## src/rtl/mips_pkg.sv

```systemverilog
// rtl/mips_pkg.sv - shared MIPS constants, opcodes and fetch state encoding
package mips_pkg;

  localparam int          MIPS_XLEN        = 32;
  localparam logic [31:0] DEFAULT_RESET_PC = 32'h0000_0000;

  localparam logic [5:0] OP_RTYPE = 6'b000000;
  localparam logic [5:0] OP_LW    = 6'b100011;
  localparam logic [5:0] OP_SW    = 6'b101011;
  localparam logic [5:0] OP_ADDI  = 6'b001000;
  localparam logic [5:0] OP_BEQ   = 6'b000100;
  localparam logic [5:0] OP_J     = 6'b000010;

  typedef enum logic [1:0] {
    S_FETCH = 2'd0,
    S_WAIT  = 2'd1,
    S_VALID = 2'd2
  } fetch_state_e;

  function automatic logic [5:0] opcode_of(input logic [31:0] instr);
    return instr[31:26];
  endfunction

  function automatic logic [5:0] funct_of(input logic [31:0] instr);
    return instr[5:0];
  endfunction

endpackage

```

## src/rtl/mips_fetch_unit_if.sv

```systemverilog
// rtl/mips_fetch_unit_if.sv - imem and decode-side signals of the fetch unit (fetch_err with FETCH_TIMEOUT_EN)
interface mips_fetch_unit_if;
  import mips_pkg::*;

  logic                 imem_req;
  logic [MIPS_XLEN-1:0] imem_addr;
  logic                 imem_rvalid;
  logic [MIPS_XLEN-1:0] imem_rdata;
  logic [MIPS_XLEN-1:0] instr;
  logic [5:0]           opcode;
  logic [5:0]           funct;
  logic [MIPS_XLEN-1:0] pc;
  logic [MIPS_XLEN-1:0] pc_plus4;
  logic                 instr_valid;
  logic                 instr_ready;
  logic                 branch;
  logic                 zero;
  logic                 jump;
`ifdef FETCH_TIMEOUT_EN
  logic                 fetch_err;
`endif

  modport master (
`ifdef FETCH_TIMEOUT_EN
    output fetch_err,
`endif
    output imem_req, imem_addr, instr, opcode, funct, pc, pc_plus4, instr_valid,
    input  imem_rvalid, imem_rdata, instr_ready, branch, zero, jump
  );

  modport slave (
`ifdef FETCH_TIMEOUT_EN
    input  fetch_err,
`endif
    input  imem_req, imem_addr, instr, opcode, funct, pc, pc_plus4, instr_valid,
    output imem_rvalid, imem_rdata, instr_ready, branch, zero, jump
  );

endinterface

```

## src/rtl/next_pc_calc.sv

```systemverilog
// rtl/next_pc_calc.sv - combinational next-PC selection: jump, taken branch or pc+4
module next_pc_calc
  import mips_pkg::*;
(
  input  logic [31:0] pc_i,
  input  logic [31:0] instr_i,
  input  logic        branch_i,
  input  logic        zero_i,
  input  logic        jump_i,
  output logic [31:0] pc_plus4_o,
  output logic [31:0] next_pc_o
);

  logic [31:0] br_off;
  logic [31:0] target;
  logic        unused_opcode_bits;

  assign pc_plus4_o         = pc_i + 32'd4;
  assign br_off             = {{14{instr_i[15]}}, instr_i[15:0], 2'b00};
  assign unused_opcode_bits = ^instr_i[31:26];

  // jump beats branch; targets are word-aligned regardless of the source bits
  always_comb begin
    target = pc_plus4_o;
    if (jump_i) begin
      target = {pc_plus4_o[31:28], instr_i[25:0], 2'b00};
    end else if (branch_i && zero_i) begin
      target = pc_plus4_o + br_off;
    end
    next_pc_o = target & 32'hFFFF_FFFC;
  end

endmodule

```

## src/rtl/mips_fetch_unit.sv

```systemverilog
// rtl/mips_fetch_unit.sv - fetch stage: one imem read at a time, valid/ready to decode; FETCH_TIMEOUT_EN adds wait timeout
module mips_fetch_unit
  import mips_pkg::*;
#(
  parameter int          XLEN        = MIPS_XLEN,
  parameter logic [31:0] RESET_PC    = DEFAULT_RESET_PC,
  parameter int          TIMEOUT_CYC = 16
) (
  input  logic              clk,
  input  logic              rst_n,
  mips_fetch_unit_if.master bus
);

  fetch_state_e    state_q, state_d;
  logic [XLEN-1:0] pc_q, instr_q;
  logic [XLEN-1:0] pc_plus4, next_pc;
  logic            capture, handshake, timeout;
  logic            req, valid;

  assign capture   = (state_q == S_WAIT) && bus.imem_rvalid;
  assign handshake = (state_q == S_VALID) && bus.instr_ready;

`ifdef FETCH_TIMEOUT_EN
  localparam int CNT_W = $clog2(TIMEOUT_CYC + 1);

  logic [CNT_W-1:0] wait_cnt_q, wait_cnt_d;
  logic             fetch_err_q;

  assign timeout = (state_q == S_WAIT) && !bus.imem_rvalid &&
                   (wait_cnt_q == CNT_W'(TIMEOUT_CYC - 1));

  // counter is zero whenever S_WAIT is entered and advances on each silent cycle
  always_comb begin
    wait_cnt_d = '0;
    if ((state_q == S_WAIT) && !bus.imem_rvalid) begin
      wait_cnt_d = wait_cnt_q + 1'b1;
    end
  end

  // wait counter and sticky timeout flag
  always_ff @(posedge clk or negedge rst_n) begin
    if (!rst_n) begin
      wait_cnt_q  <= '0;
      fetch_err_q <= 1'b0;
    end else begin
      wait_cnt_q  <= wait_cnt_d;
      fetch_err_q <= fetch_err_q | timeout;
    end
  end

  assign bus.fetch_err = fetch_err_q;
`else
  localparam int unused_timeout_cyc = TIMEOUT_CYC;
  assign timeout = 1'b0;
`endif

  next_pc_calc u_next_pc (
    .pc_i      (pc_q),
    .instr_i   (instr_q),
    .branch_i  (bus.branch),
    .zero_i    (bus.zero),
    .jump_i    (bus.jump),
    .pc_plus4_o(pc_plus4),
    .next_pc_o (next_pc)
  );

  // state register
  always_ff @(posedge clk or negedge rst_n) begin
    if (!rst_n) begin
      state_q <= S_FETCH;
    end else begin
      state_q <= state_d;
    end
  end

  // next state: request lasts one cycle, responses outside S_WAIT are ignored
  always_comb begin
    state_d = state_q;
    case (state_q)
      S_FETCH: state_d = S_WAIT;
      S_WAIT: begin
        if (capture) begin
          state_d = S_VALID;
        end else if (timeout) begin
          state_d = S_FETCH;
        end
      end
      S_VALID: begin
        if (handshake) begin
          state_d = S_FETCH;
        end
      end
      default: state_d = S_FETCH;
    endcase
  end

  // outputs: request gated by reset so nothing is issued while held in reset
  always_comb begin
    req   = 1'b0;
    valid = 1'b0;
    case (state_q)
      S_FETCH: req   = rst_n;
      S_VALID: valid = 1'b1;
      default: ;
    endcase
  end

  // held pc/instruction: instr changes only at capture, pc only at handshake
  always_ff @(posedge clk or negedge rst_n) begin
    if (!rst_n) begin
      pc_q    <= {RESET_PC[31:2], 2'b00};
      instr_q <= '0;
    end else begin
      if (capture) begin
        instr_q <= bus.imem_rdata;
      end
      if (handshake) begin
        pc_q <= next_pc;
      end
    end
  end

  assign bus.imem_req    = req;
  assign bus.imem_addr   = pc_q;
  assign bus.instr_valid = valid;
  assign bus.instr       = instr_q;
  assign bus.opcode      = opcode_of(instr_q);
  assign bus.funct       = funct_of(instr_q);
  assign bus.pc          = pc_q;
  assign bus.pc_plus4    = pc_plus4;

endmodule

```

## src/flat_wrapper.sv

```systemverilog
// flat-port wrapper written by rule: the top's interface ports become plain ports
module mips_fetch_unit_flat import mips_pkg::*;
#(
  parameter int          XLEN        = MIPS_XLEN,
  parameter logic [31:0] RESET_PC    = DEFAULT_RESET_PC,
  parameter int          TIMEOUT_CYC = 16
)
  (clk, rst_n, bus_imem_req, bus_imem_addr, bus_instr, bus_opcode, bus_funct, bus_pc, bus_pc_plus4, bus_instr_valid, bus_imem_rvalid, bus_imem_rdata, bus_instr_ready, bus_branch, bus_zero, bus_jump);
  mips_fetch_unit_if bus_i ();
  input  logic clk;
  input  logic rst_n;
  output wire logic [$bits(bus_i.imem_req)-1:0] bus_imem_req;
  output wire logic [$bits(bus_i.imem_addr)-1:0] bus_imem_addr;
  output wire logic [$bits(bus_i.instr)-1:0] bus_instr;
  output wire logic [$bits(bus_i.opcode)-1:0] bus_opcode;
  output wire logic [$bits(bus_i.funct)-1:0] bus_funct;
  output wire logic [$bits(bus_i.pc)-1:0] bus_pc;
  output wire logic [$bits(bus_i.pc_plus4)-1:0] bus_pc_plus4;
  output wire logic [$bits(bus_i.instr_valid)-1:0] bus_instr_valid;
  input wire logic [$bits(bus_i.imem_rvalid)-1:0] bus_imem_rvalid;
  input wire logic [$bits(bus_i.imem_rdata)-1:0] bus_imem_rdata;
  input wire logic [$bits(bus_i.instr_ready)-1:0] bus_instr_ready;
  input wire logic [$bits(bus_i.branch)-1:0] bus_branch;
  input wire logic [$bits(bus_i.zero)-1:0] bus_zero;
  input wire logic [$bits(bus_i.jump)-1:0] bus_jump;
  assign bus_imem_req = bus_i.imem_req;
  assign bus_imem_addr = bus_i.imem_addr;
  assign bus_instr = bus_i.instr;
  assign bus_opcode = bus_i.opcode;
  assign bus_funct = bus_i.funct;
  assign bus_pc = bus_i.pc;
  assign bus_pc_plus4 = bus_i.pc_plus4;
  assign bus_instr_valid = bus_i.instr_valid;
  assign bus_i.imem_rvalid = bus_imem_rvalid;
  assign bus_i.imem_rdata = bus_imem_rdata;
  assign bus_i.instr_ready = bus_instr_ready;
  assign bus_i.branch = bus_branch;
  assign bus_i.zero = bus_zero;
  assign bus_i.jump = bus_jump;
  mips_fetch_unit #(.XLEN(XLEN), .RESET_PC(RESET_PC), .TIMEOUT_CYC(TIMEOUT_CYC)) u_core (.clk(clk), .rst_n(rst_n), .bus(bus_i));
endmodule
```

## config.mk

```make
export PLATFORM = sky130hd
export DESIGN_NAME = mips_fetch_unit_flat
export DESIGN_NICKNAME = d
export VERILOG_FILES = /design/src/rtl/mips_pkg.sv /design/src/rtl/mips_fetch_unit_if.sv /design/src/rtl/next_pc_calc.sv /design/src/rtl/mips_fetch_unit.sv /design/src/flat_wrapper.sv
export SDC_FILE = /design/constraint.sdc
export NUM_CORES = 1
export LEC_CHECK = 0
export ABC_AREA = 1
export CAP_MARGIN = 10
export CORE_ASPECT_RATIO = 1.5
export CORE_UTILIZATION = 44
export DETAILED_ROUTE_END_ITERATION = 6
export PLACE_DENSITY = 0.74
export SYNTH_ARGS = -nofsm -noshare
export SYNTH_HDL_FRONTEND = slang
export SYNTH_SLANG_ARGS = --single-unit
```

## constraint.sdc

```tcl
create_clock -name clk -period 6.75 [get_ports clk]
set_clock_uncertainty 0.05 [all_clocks]
set_input_delay 1.6875 -clock clk [delete_from_list [all_inputs] [get_ports clk]]
set_output_delay 1.6875 -clock clk [all_outputs]
set_load 0.05 [all_outputs]
```

# After elaboration in Yosys (flattened, before gate mapping)

Index checks and enable logic that the tools add are counted.

Bits in registers: 64
Logic and storage cells: 21

Add/subtract/negate cells: 2
Equality and inequality tests: 4
Mux-type cells: 7
Reductions and logical operators: 5

Operator list:

| operator                                               | count |
|---|---|
| two-way mux 32 bit                                     | 2 |
| adder 32 x 3 -> 32 bit (second input constant)         | 1 |
| adder 32 bit                                           | 1 |
| one-hot mux 2 bit (3 select lines)                     | 1 |
| two-way mux 2 bit                                      | 2 |
| inequality test 2 x 1 -> 1 bit (second input constant) | 2 |
| logical AND 1 bit                                      | 3 |
| == test 2 x 1 -> 1 bit (second input constant)         | 1 |
| == test 2 bit (second input constant)                  | 1 |
| logical NOT 2 bit                                      | 1 |
| two-way mux 1 bit                                      | 2 |
| AND reduction 2 bit                                    | 1 |

# Logic depth before layout (Yosys ltp)

Gate-level depths: netlist of the first run.

Depth in word-level cells: 4
Mapped depth: 23
Depth with buffers taken out: 23

# Cells and area by module

From an unflattened synthesis of the first run, not the netlist that was laid out.

Cell total of the unflattened synthesis: 1070
Area, all modules: 6775.2 sq um

By module, submodules not included:

| module          | instances | cells an instance | area an instance (sq um) | sequential area each (sq um) |
|---|---|---|---|---|
| next_pc_calc    | 1         | 731               | 3647.2                   | 0.0 |
| mips_fetch_unit | 1         | 339               | 3128.0                   | 1651.6 |

# Least setup slack after synthesis of the first run

OpenSTA, ideal clock, no wires.

Path type: in2out
Start point: input port rst_n
End point: output port bus_imem_req
Data arrival time: 2.833 ns
Required time: 5.012 ns
Slack: 2.179 ns
Stages on the path: 1
Buffers on the path: 0
Cell sequence: nor3b_1

Word-level cells in the longest chain between the ends: 1

Ends and longest elaborated chain:

| what              | RTL line               | RTL |
|---|---|---|
| from (decl)       | flat_wrapper.sv:11     | `input logic rst_n;` |
| two-way mux 1 bit | mips_fetch_unit.sv:101 | `case (state_q)` |
| to (decl)         | flat_wrapper.sv:12     | `output wire logic [$bits(bus_i.imem_req)-1:0] bus_imem_req;` |

Every way passes these cells.

# Worst setup path in the final report of the first run

Start point: register u_core.pc_q[2], in the netlist u_core.bus.imem_addr[2]
End point: output port bus_pc_plus4[12]

Word-level cells in the longest chain between the ends: 1

Ends and longest elaborated chain:

| what                   | RTL line               | RTL |
|---|---|---|
| from (decl)            | mips_fetch_unit.sv:15  | `logic [XLEN-1:0] pc_q, instr_q;` |
| from (signal assigned) | mips_fetch_unit.sv:111 | `pc_q <= {RESET_PC[31:2], 2'b00};` |
| from (signal assigned) | mips_fetch_unit.sv:118 | `pc_q <= next_pc;` |
| adder 32 x 3 -> 32 bit | next_pc_calc.sv:18     | `assign pc_plus4_o = pc_i + 32'd4;` |
| to (decl)              | flat_wrapper.sv:18     | `output wire logic [$bits(bus_i.pc_plus4)-1:0] bus_pc_plus4;` |

Every way passes these cells.

==> impl_summary.md, run 1 <==
Clock network
The CTS tree is built. Post-CTS repair changed the size of 0 cells. In this run, post-CTS hold repair placed 0 buffers.

CTS saw 64 sinks. Post-CTS timing repair inserted 0 buffers for setup. The buffer levels on the longest clock path is 2. The clock tree synthesis step divided the H-tree into 3 levels. In this run, CTS created clock tree buffers numbering 9. At the later pin of the worst-skew pair, clock insertion delay measures about 0.34 ns. The register clock-pin slew on the reported worst setup and hold paths is about 0.060 ns. The tree is rooted in a clkbuf_16.

Floorplanning
The die boundary width is slightly above 100 um. The initial cell density of the core is between 40% and 50%. The die is ~150 um tall.

For this design the top-level I/O count stands at about 180. After floorplanning, the core was divided into 54 placement rows. The floorplan step defined a die boundary enclosing around 0.015 mm^2. The total area inside the core boundary comes to 0.01453 mm^2.

Synthesis
In the synthesized netlist, the number of instances is between 1000 and 1500. Yosys attributes the largest share of cell area to dfrtp_1 (25%), nand2_1 (19%), inv_1 (9.2%), ha_1 (6.9%), nor2_1 (5.6%). In this run, synthesis inferred 0 flip-flops with an integrated enable. The number of warnings issued by yosys is 0.

The share of flip-flops with an asynchronous set or reset is between 90% and 100%. The fraction of post-synthesis cell area in the top cell type by area is 24.59%. The count of different cell masters after synthesis is 48. A synthesized cell averages between 6 and 7 um^2.

After synthesis the netlist holds a flip-flop and latch count of 64. The most used flip-flop cell after synthesis is dfrtp_1. Sequential cells were found to cover 24.59% of the synthesized design area. The netlist area before placement is about 0.0065 mm^2. The most area-hungry cell type in the Yosys netlist is dfrtp_1.

STA
The maximum frequency from static timing analysis is approximately 210 MHz. The number of pins with negative max-slew slack in the final report is 0. The number of hold violations in the final report is 0. Setup repair after global routing left no endpoint under its margin. For the finished layout, the period the worst path requires is around 4.8 ns. The part of the cycle the worst path needs is a little over 70%. The worst-case headroom to the max-slew limit is approximately two fifths. The measured slew at the worst slew-check pin is 0.8809 ns. Summed over all failing endpoints, the final setup total negative slack is 0 ns.

The final setup violation count is 0.

Final layout
The number of diodes added for antenna fixing is 0. The library cells used most frequently in the layout, excluding fill and tap cells, are nand2_1 (328), clkdlybuf4s50_1 (173), inv_1 (159), nor2_1 (98), nand3_1 (67). The final layout contains roughly 1200 nets. The total of fill cells in the finished design is ~1500. The most common library cell in the layout ignoring fill and taps is nand2_1. The area growth from synthesis to layout is 29.06%. Of the cells placed in the final design, the portion with a size suffix greater than 1 is between 7 and 8%.

After routing the design area is roughly 0.0084 mm^2.

Global route
The number of antenna violations at the first check in global routing was 0. The via count of the first global-routing pass is approximately 6600. The maximum number of pins on one net before global-route repair is between 60 and 70. The total congestion overflow after global routing is 0. The first global-routing pass estimated approximately 33000 um of wire. In the global route stage, overall resource usage came out at a little under 30%.

Placed design
The sum of net half-perimeters after detailed placement is 17400 um. Routability-driven placement finished with a final weighted congestion of 0.9904. The placed standard-cell area is ~0.0081 mm^2. The count of buffers inserted at the top-level ports is 174.

Status
The run finished with clean final reports.

Min path
The worst min-delay path category is flop to flop.

Worst setup path
The category of the most critical setup path is flop to primary output. STA classifies the critical path startpoint as a flop. Walking the worst path, the cells encountered are ha_1 -> nand2_1 -> nor2_4 -> nand3_2 -> nor2_4 -> xor2_1 -> clkdlybuf4s50_1. For the worst setup path, the data arrival time is 3.03 ns.

The library cell contributing the largest single delay on the critical path is clkdlybuf4s50_1. STA puts the critical path data required time at around 5 ns. Setup slack on the worst reg-to-reg path comes out at between 3 and 4 ns. Among the stages of the critical path, the cell type that occurs most often is nor2_4. In this run the worst path has a maximum fanout of 5. The largest single stage delay on the critical path is 0.89 ns.

The worst setup path is captured at a primary output.

Job
The tool flagged a number of max-cap violations equal to 0.

Detailed routing
The first-pass iteration count of the detailed router is 6. Using the TritonRoute via totals, the vias-per-cell ratio works out to 5.133. The antenna violation net count after detailed routing is 0.

The number of violations reported at the end of detailed-routing iteration 0 is ~420. The total DRC errors in the routed layout is 0. Detailed routing inserted a total of slightly below 7000 vias. Dividing the detail-routed wire length by the instance count gives around 16 um. Summed over all layers, the routed wires come to 21850 um.
==> Yosys cell counts, types with 3 or more instances <==
library cell  count
xor2_1           17
nor2_4            7
nand2_1         328
a21oi_1          38
nand2_2           9
nor3_1            7
ha_1             36
nor2_2            3
nor2_1           98
buf_2             7
nand3_1          68
dfrtp_1          64
or2_2             5
inv_1           159
nand4_1          10
clkbuf_1          7
mux2_2           31
o21ai_0          25
a21boi_1          4
o21ai_1           7
and2_1            4
nand3b_1          4
buf_4            48
==> sequential cells by signal, indices dropped and copies added (netlist names) <==
name / flops
u_core.bus.imem_addr: 30
u_core.bus.instr: 32
u_core.state_q: 2
==> stage by stage <==
step	hold slack (ns)	utilization, %	std cells	worst slack, ns
after CTS	0.4310	57.87	1352	1.993
after floorplan	0.3719	-	1024	2.179
after global routing	0.4373	57.87	1352	1.796
final	0.4388	57.87	1352	1.978
after detailed placement	0.4166	55.93	1336	2.190
after global placement	0.4245	55.93	1336	2.196
==> layer usage <==
layer	up-vias	track usage [%]	part of all wire (%)
met3	98	3.276	5.3
met2	324	48.88	48
met4	0	21.96	7.4
li1	3397	-	-
met1	3121	33.46	39
met5	-	0	0
==> cells by family after synthesis <==
kind of cell / count (synthesis) / synth area share [%]
compound gates: 86 / 7.261
xor+xnor: 20 / 2.920
fa+ha+maj: 37 / 7.222
buf+inv: 226 / 16.04
flops: 64 / 24.59
mux: 31 / 5.359
other cells: 1 / 0.05757
simple gates: 554 / 36.55
==> worst max-delay path: cells and delay by family, from the launching register on <==
family        cells  cell delay [ns]
fa+ha+maj         1             0.34
simple gates      4             0.60
xor+xnor          1             0.37
buf+inv           1             0.89
flops             1             0.48
==> final cells by class <==
cell class | instances | area (um^2) | share of cell area [%]
multi-input cells | 734 | 3891 | 46.29
clock buffers | 10 | 239.0 | 2.843
repair buffers | 179 | 1774 | 21.10
well taps | 196 | 245.2 | 2.917
inverters | 163 | 611.8 | 7.278
flip-flops and latches | 64 | 1602 | 19.05
clock inverters | 6 | 43.79 | 0.5209
==> path summary, 6_finish.rpt <==
check | startpoint | endpoint | depth (start not counted)
max in group asynchronous | rst_n | u_core.bus.instr[12] | 2
setup reg to reg | u_core.bus.imem_addr[2] | u_core.bus.imem_addr[22] | 17
setup / recovery | u_core.bus.imem_addr[2] | bus_pc_plus4[12] | 7
hold reg to reg | u_core.state_q[1] | u_core.state_q[0] | 1
hold / removal | u_core.state_q[1] | u_core.state_q[0] | 1
min in group asynchronous | rst_n | u_core.bus.instr[18] | 2
Power of run 1 is not shown: default switching activity piles up to over one toggle a cycle in this logic, so the estimate is an artifact.
==> inputs of run 2 (changes only) <==
==> constraint.sdc (replaced) <==
create_clock -name clk -period 4.8 [get_ports clk]
set_clock_uncertainty 0.05 [all_clocks]
set_input_delay 1.2 -clock clk [delete_from_list [all_inputs] [get_ports clk]]
set_output_delay 1.2 -clock clk [all_outputs]
set_load 0.05 [all_outputs]
==> impl_summary.md, run 2 (synthesized netlist as in run 1, its figures left out) <==
STA
In the post-route analysis, the smallest setup slack over all paths is between 0.5 and 0.6 ns. The maximum frequency from static timing analysis is 236.0 MHz. Setup repair after global routing left no endpoint under its margin. The worst-case headroom to the max-slew limit is roughly two fifths.

After routing, the total negative slack on setup checks comes to 0 ns. The measured slew at the worst slew-check pin is between 0.8 and 0.9 ns. The routed design could run at a clock period as short as between 4 and 5 ns. The number of pins with negative max-slew slack in the final report is 0. The number of hold violations in the final report is 0. The final setup violation count is 0.

The part of the cycle the worst path needs is 88.27%.

Floorplanning
The number of top-level design ports is about 180. The cell row count is 54. The die boundary width is 101.3 um. The overall die height is approximately 150 um. The core region is roughly 0.015 mm^2. The die covers approximately 0.015 mm^2. The initial cell density of the core is ~45%.

Detailed routing
The via count is around 7000. The pre-antenna-repair detailed-routing pass consisted of 7 iterations. The detail route stage leaves a number of antenna-violating nets equal to 0. The first routing iteration left 486 violations.

Dividing the detail-routed via count by the number of cells gives just over 5. Wires add up to about 22000 um. In the final routed layout, each cell accounts on average for ~17 um.

The total DRC errors in the routed layout is 1.

Global route
The first-pass GRT wire length is about 34000 um. The via count of the first global-routing pass came to between 6000 and 7000. The maximum number of pins on one net before global-route repair is 65. The number of antenna violations at the first check in global routing was 0. The global-route usage over all layers is 29.47%. Summed over all layers, the global routing overflow is 0.

Status
The run finished, with violations left. The checks that failed: design-rule violations.

Worst setup path
By startpoint and endpoint, the worst setup path is classified as flop to primary output. The worst register-to-register path begins at u_core.bus.imem_addr[2]. The register-to-register path setup slack is about 1.3 ns. The worst setup path is captured at a primary output. STA classifies the critical path startpoint as a flop. The number of cells traversed by the worst register-to-register path is 17. The critical path starts at u_core.bus.imem_addr[2]. The required time of the worst setup path is between 3 and 4 ns.

The maximum fanout encountered on the critical timing path is 5. The worst register-to-register path ends at u_core.bus.imem_addr[22]. Data on the critical path arrives at its endpoint at 2.99 ns.

Clock network
In this run the number of H-tree levels came out at 3. The clock net sink count is 64. Clock latency on the worst-skew pair, taken at its later pin, is around 0.34 ns. CTS placed an instance of clkbuf_16 at the clock tree root. The CTS tree is built. The number of buffers created by CTS is 9. Buffers inserted to repair hold after CTS numbered 0. The post-cts gate resize count is 0. The buffer levels on the longest clock path is 2.

The buffers inserted during post-CTS setup optimization is 0. After clock tree synthesis, the clock-pin slew on the worst setup and hold paths is roughly 0.060 ns.

Placed design
The count of buffers inserted at the top-level ports is 174. The placed standard-cell area is roughly 0.008 mm^2. The worst-case setup slack after placement is roughly 0.96 ns. Detailed placement ended at an HPWL of 17580 um.

The global placer's final weighted congestion is ~1.0.

Final layout
With fillers left out, the area of the finished cells amounts to around 0.0085 mm^2. For this run, the post-layout net count is about 1200. The number of flip-flops under the largest register name is 32.

0 antenna diodes ended up in the layout. The proportion of layout cells with a drive suffix above 1 is approximately 7.7%. The library cells used most frequently in the layout, excluding fill and tap cells, are nand2_1 (328), clkdlybuf4s50_1 (173), inv_1 (159), nor2_1 (98), nand3_1 (67). Cells fill between 50% and 60% of the core in the end. The most common library cell in the layout ignoring fill and taps is nand2_1. Relative to the synthesized area, the layout overhead comes to 29.91%. The total of fill cells in the finished design is about 1400.

Job
The tool flagged a number of max-cap violations equal to 0.

Min path
The end of the worst hold path is u_core.state_q[0]. The worst min-delay path category is flop to flop. The cell depth of the worst min-delay path is 1.

The origin of the worst min-delay path is u_core.state_q[1].
## run 2: changes by cell type in the layout (fill, tap and decap cells not counted), sizes merged
cell / delta
bufinv: +2
buf: +1
clkinvlp: -1
clkinv: -1
## run 2: worst max-delay path by stage
stage | to | slack (ns) | cells after the start
detailed placement | bus_pc_plus4[18] | 0.96 | 9
finish | bus_pc_plus4[18] | 0.56 | 9
global route | bus_pc_plus4[18] | 0.45 | 9
CTS | bus_pc_plus4[18] | 0.59 | 9
global placement | bus_pc_plus4[12] | 1.04 | 7
floorplan | u_core.bus.imem_addr[30] | 0.96 | 17
## run 2: area by class of cell
cell class	count	area [um^2]	share of cell area, %
multi-input cells	734	3891	45.99
repair buffers	180	1782	21.06
flip-flops and latches	64	1602	18.93
inverters	163	611.8	7.231
well taps	196	245.2	2.898
clock buffers	10	239.0	2.824
clock inverters	6	91.34	1.079
## run 2: metal layers
metal / track usage [%] / vias up / wire, um
met5: 0 / - / 0
met4: 16.88 / 0 / 1265
met2: 50.68 / 348 / 11100
met3: 4.199 / 73 / 1451
met1: 34.72 / 3186 / 8533
li1: - / 3406 / -
## run 2: critical path, stage by stage (launching register included)
cell             delay, ns
dfrtp_1               0.47
ha_1                  0.34
nand2_1               0.13
nor2_4                0.15
nand3_2               0.15
nor2_4                0.15
nand3_1               0.10
xor2_1                0.17
inv_1                 0.14
clkdlybuf4s50_1       0.82
## run 2: per-stage QoR
stage / instances / hold slack (ns)
after global routing: 1353 / 0.4493
after detailed placement: 1337 / 0.4132
after floorplan: 1024 / 0.3719
after global placement: 1337 / 0.4216
final: 1353 / 0.4391
after CTS: 1353 / 0.4352
Power of run 2 is left out for the same reason.
==> inputs of run 3 (changes only) <==
==> constraint.sdc (replaced) <==
create_clock -name clk -period 4.8 [get_ports clk]
set_clock_uncertainty 0.05 [all_clocks]
set_input_delay 1.44 -clock clk [delete_from_list [all_inputs] [get_ports clk]]
set_output_delay 1.44 -clock clk [all_outputs]
set_load 0.05 [all_outputs]
==> impl_summary.md, run 3 (synthesized netlist as in run 1, its figures left out) <==
Status
The run finished with clean final reports.

Min path
The worst min-delay path category is flop to flop.

STA
Setup violations remaining at the end of the flow were counted as 0. The number of pins with negative max-slew slack in the final report is 0. For the finished layout, the period the worst path requires is between 4 and 5 ns. In the final timing run, aggregate negative setup slack is 0 ns.

The measured slew at the worst slew-check pin is roughly 0.88 ns. The maximum frequency from static timing analysis is 223.7 MHz. Of the available clock period, the critical path in the final layout requires between 90 and 100%. The number of hold violations in the final report came to 0.

Headroom to the max-slew limit came out at 41.56%. Setup repair after global routing left no endpoint under its margin. The final hold slack is between 0.4 and 0.5 ns.

Detailed routing
The total wirelength of the detailed-routed design is between 20000 and 25000 um. The routed design uses approximately 11000 um of met2 wire. The pre-antenna-repair detailed-routing pass consisted of 7 iterations.

After detailed routing, the wire length on met1 is roughly 8500 um. The detailed route wirelength on metal3 is roughly 1400 um. The top layer used by detailed routing is met4.

The total DRC errors in the routed layout is 0. The antenna violation net count after detailed routing is 0. After detailed routing, the number of vias per cell comes to between 5 and 6. The final route contains ~7000 vias.

The routed wire length per instance is approximately 16 um. The first routing iteration left roughly 430 violations.

Floorplanning
roughly 180 I/O pins were placed. The die area is 0.01530 mm^2. The area of the placeable core is between 0.01 and 0.015 mm^2. The die is ~100 um wide. Once the floorplan was initialized, standard cells occupied 44.84% of the core.

The overall die height is 151.0 um. The cell row count is 54.

Worst setup path
The worst setup path is launched from a flop. The cell repeated most along the worst path is nor2_4. The library cell contributing the largest single delay on the critical path is clkdlybuf4s50_1. STA classifies the critical path endpoint as a primary output. The category of the most critical setup path is flop to primary output. The required time of the worst setup path is between 3 and 4 ns. Walking the worst path, the cells encountered are ha_1 -> nand2_1 -> nor2_4 -> nand3_2 -> nor2_4 -> xor2_1 -> clkdlybuf4s50_1. For this run, the slowest stage of the critical path takes a little under 0.9 ns.

The maximum fanout encountered on the critical timing path is 5. The signal arrival time at the worst endpoint is about 3 ns.

Global route
After global routing the overflow that remains totals 0. The via count of the first global-routing pass is between 6000 and 7000. Global routing consumed, over all layers together, between 20 and 30% of the routing resources. The number of antenna violations at the first check in global routing is 0. The first global-routing pass estimated about 34000 um of wire. Entering global routing, the biggest net connects 65 pins.

Clock network
The register clock-pin slew on the reported worst setup and hold paths is 0.06 ns. TritonCTS built the clock tree. The buffer levels on the longest clock path is 2.

After clock tree synthesis, the repair step resized 0 gates. The clock tree root buffer cell is clkbuf_16. The cts-stage hold buffer count is 0. CTS saw 64 sinks.

Once the clock tree was built, the setup fixing pass inserted 0 buffers. The H-tree generated during clock tree synthesis spans 3 levels. Buffers inserted during clock tree synthesis total 9. The worst-skew pair later-pin latency is ~0.33 ns.

Final layout
The number of diodes added for antenna fixing is 0. The total of fill cells in the finished design is approximately 1400. The number of nets in the finished design is 1230. Relative to the synthesized area, the layout overhead comes to 29.22%. In the layout the commonest cells are nand2_1 (328), clkdlybuf4s50_1 (172), inv_1 (159), nor2_1 (98), nand3_1 (67). The post-route netlist has between 7 and 8% of its cells at a drive strength greater than 1.

Leaving out fill and tap cells, the most frequent cell in the layout is nand2_1. The register with the most flip-flops in the layout has 32 of them.

Placed design
The count of buffers inserted at the top-level ports is ~170. Summed over all nets, the half-perimeter wirelength after detailed placement is approximately 18000 um. Routability-driven placement finished with a final weighted congestion of about 1.0.

Job
The number of violations of the max-capacitance limit is 0.
run 3: cell count changes in the layout (fill, tap and decap cells not counted), sizes merged:
cell and change:
inv -1, buf +3, clkdlybuf4s50 -1, clkinvlp +2
bufinv -2
run 3: cell type report:
class                      count  area [um^2]  area share (%)
tap                          196        245.2           2.914
multi-input combinational    734         3891           46.23
inverter                     163        611.8           7.269
timing repair buffer         182         1794           21.32
sequential                    64         1602           19.03
clock inverter                 5        33.78          0.4014
clock buffer                  10        239.0           2.839
run 3: layer usage:
| metal | up-vias | global-route usage [%] |
|---|---|---|
| met5 | - | 0 |
| met4 | 0 | 19.42 |
| met3 | 81 | 3.507 |
| met2 | 347 | 49.86 |
| met1 | 3196 | 34.28 |
| li1 | 3403 | - |
run 3: path summary, 6_finish.rpt:
| check | startpoint | end | slack, ns | depth (start not counted) |
|---|---|---|---|---|
| max | u_core.bus.imem_addr[2] | bus_pc_plus4[12] | 0.33 | 7 |
| min | u_core.state_q[1] | u_core.state_q[0] | 0.41 | 1 |
| max reg2reg | u_core.bus.imem_addr[2] | u_core.bus.imem_addr[22] | 1.16 | 17 |
| min reg2reg | u_core.state_q[1] | u_core.state_q[0] | 0.41 | 1 |
| max in group asynchronous | rst_n | u_core.bus.instr[11] | 2.80 | 2 |
| min in group asynchronous | rst_n | u_core.bus.instr[19] | 1.32 | 2 |
run 3: worst max-delay path: cells and delay by family, from the launching register on:
kind                     cells  cell delay, ns
XOR/XNOR                     1            0.39
AND/OR/NAND/NOR              4            0.59
buffers and inverters        1            0.89
flip-flops                   1            0.45
adder cells (fa/ha/maj)      1            0.34
run 3: stage by stage:
step                worst slack (ns)  util, %  instance area (um^2)  std cells
global placement              0.7979    56.06                  8144       1339
CTS                           0.3661    57.94                  8417       1354
detailed placement            0.7449    56.06                  8144       1339
global route                  0.2263    57.94                  8417       1354
floorplan                     0.7244        -                  6533       1024
finish                        0.3301    57.94                  8417       1354
Power of run 3 is left out for the same reason.
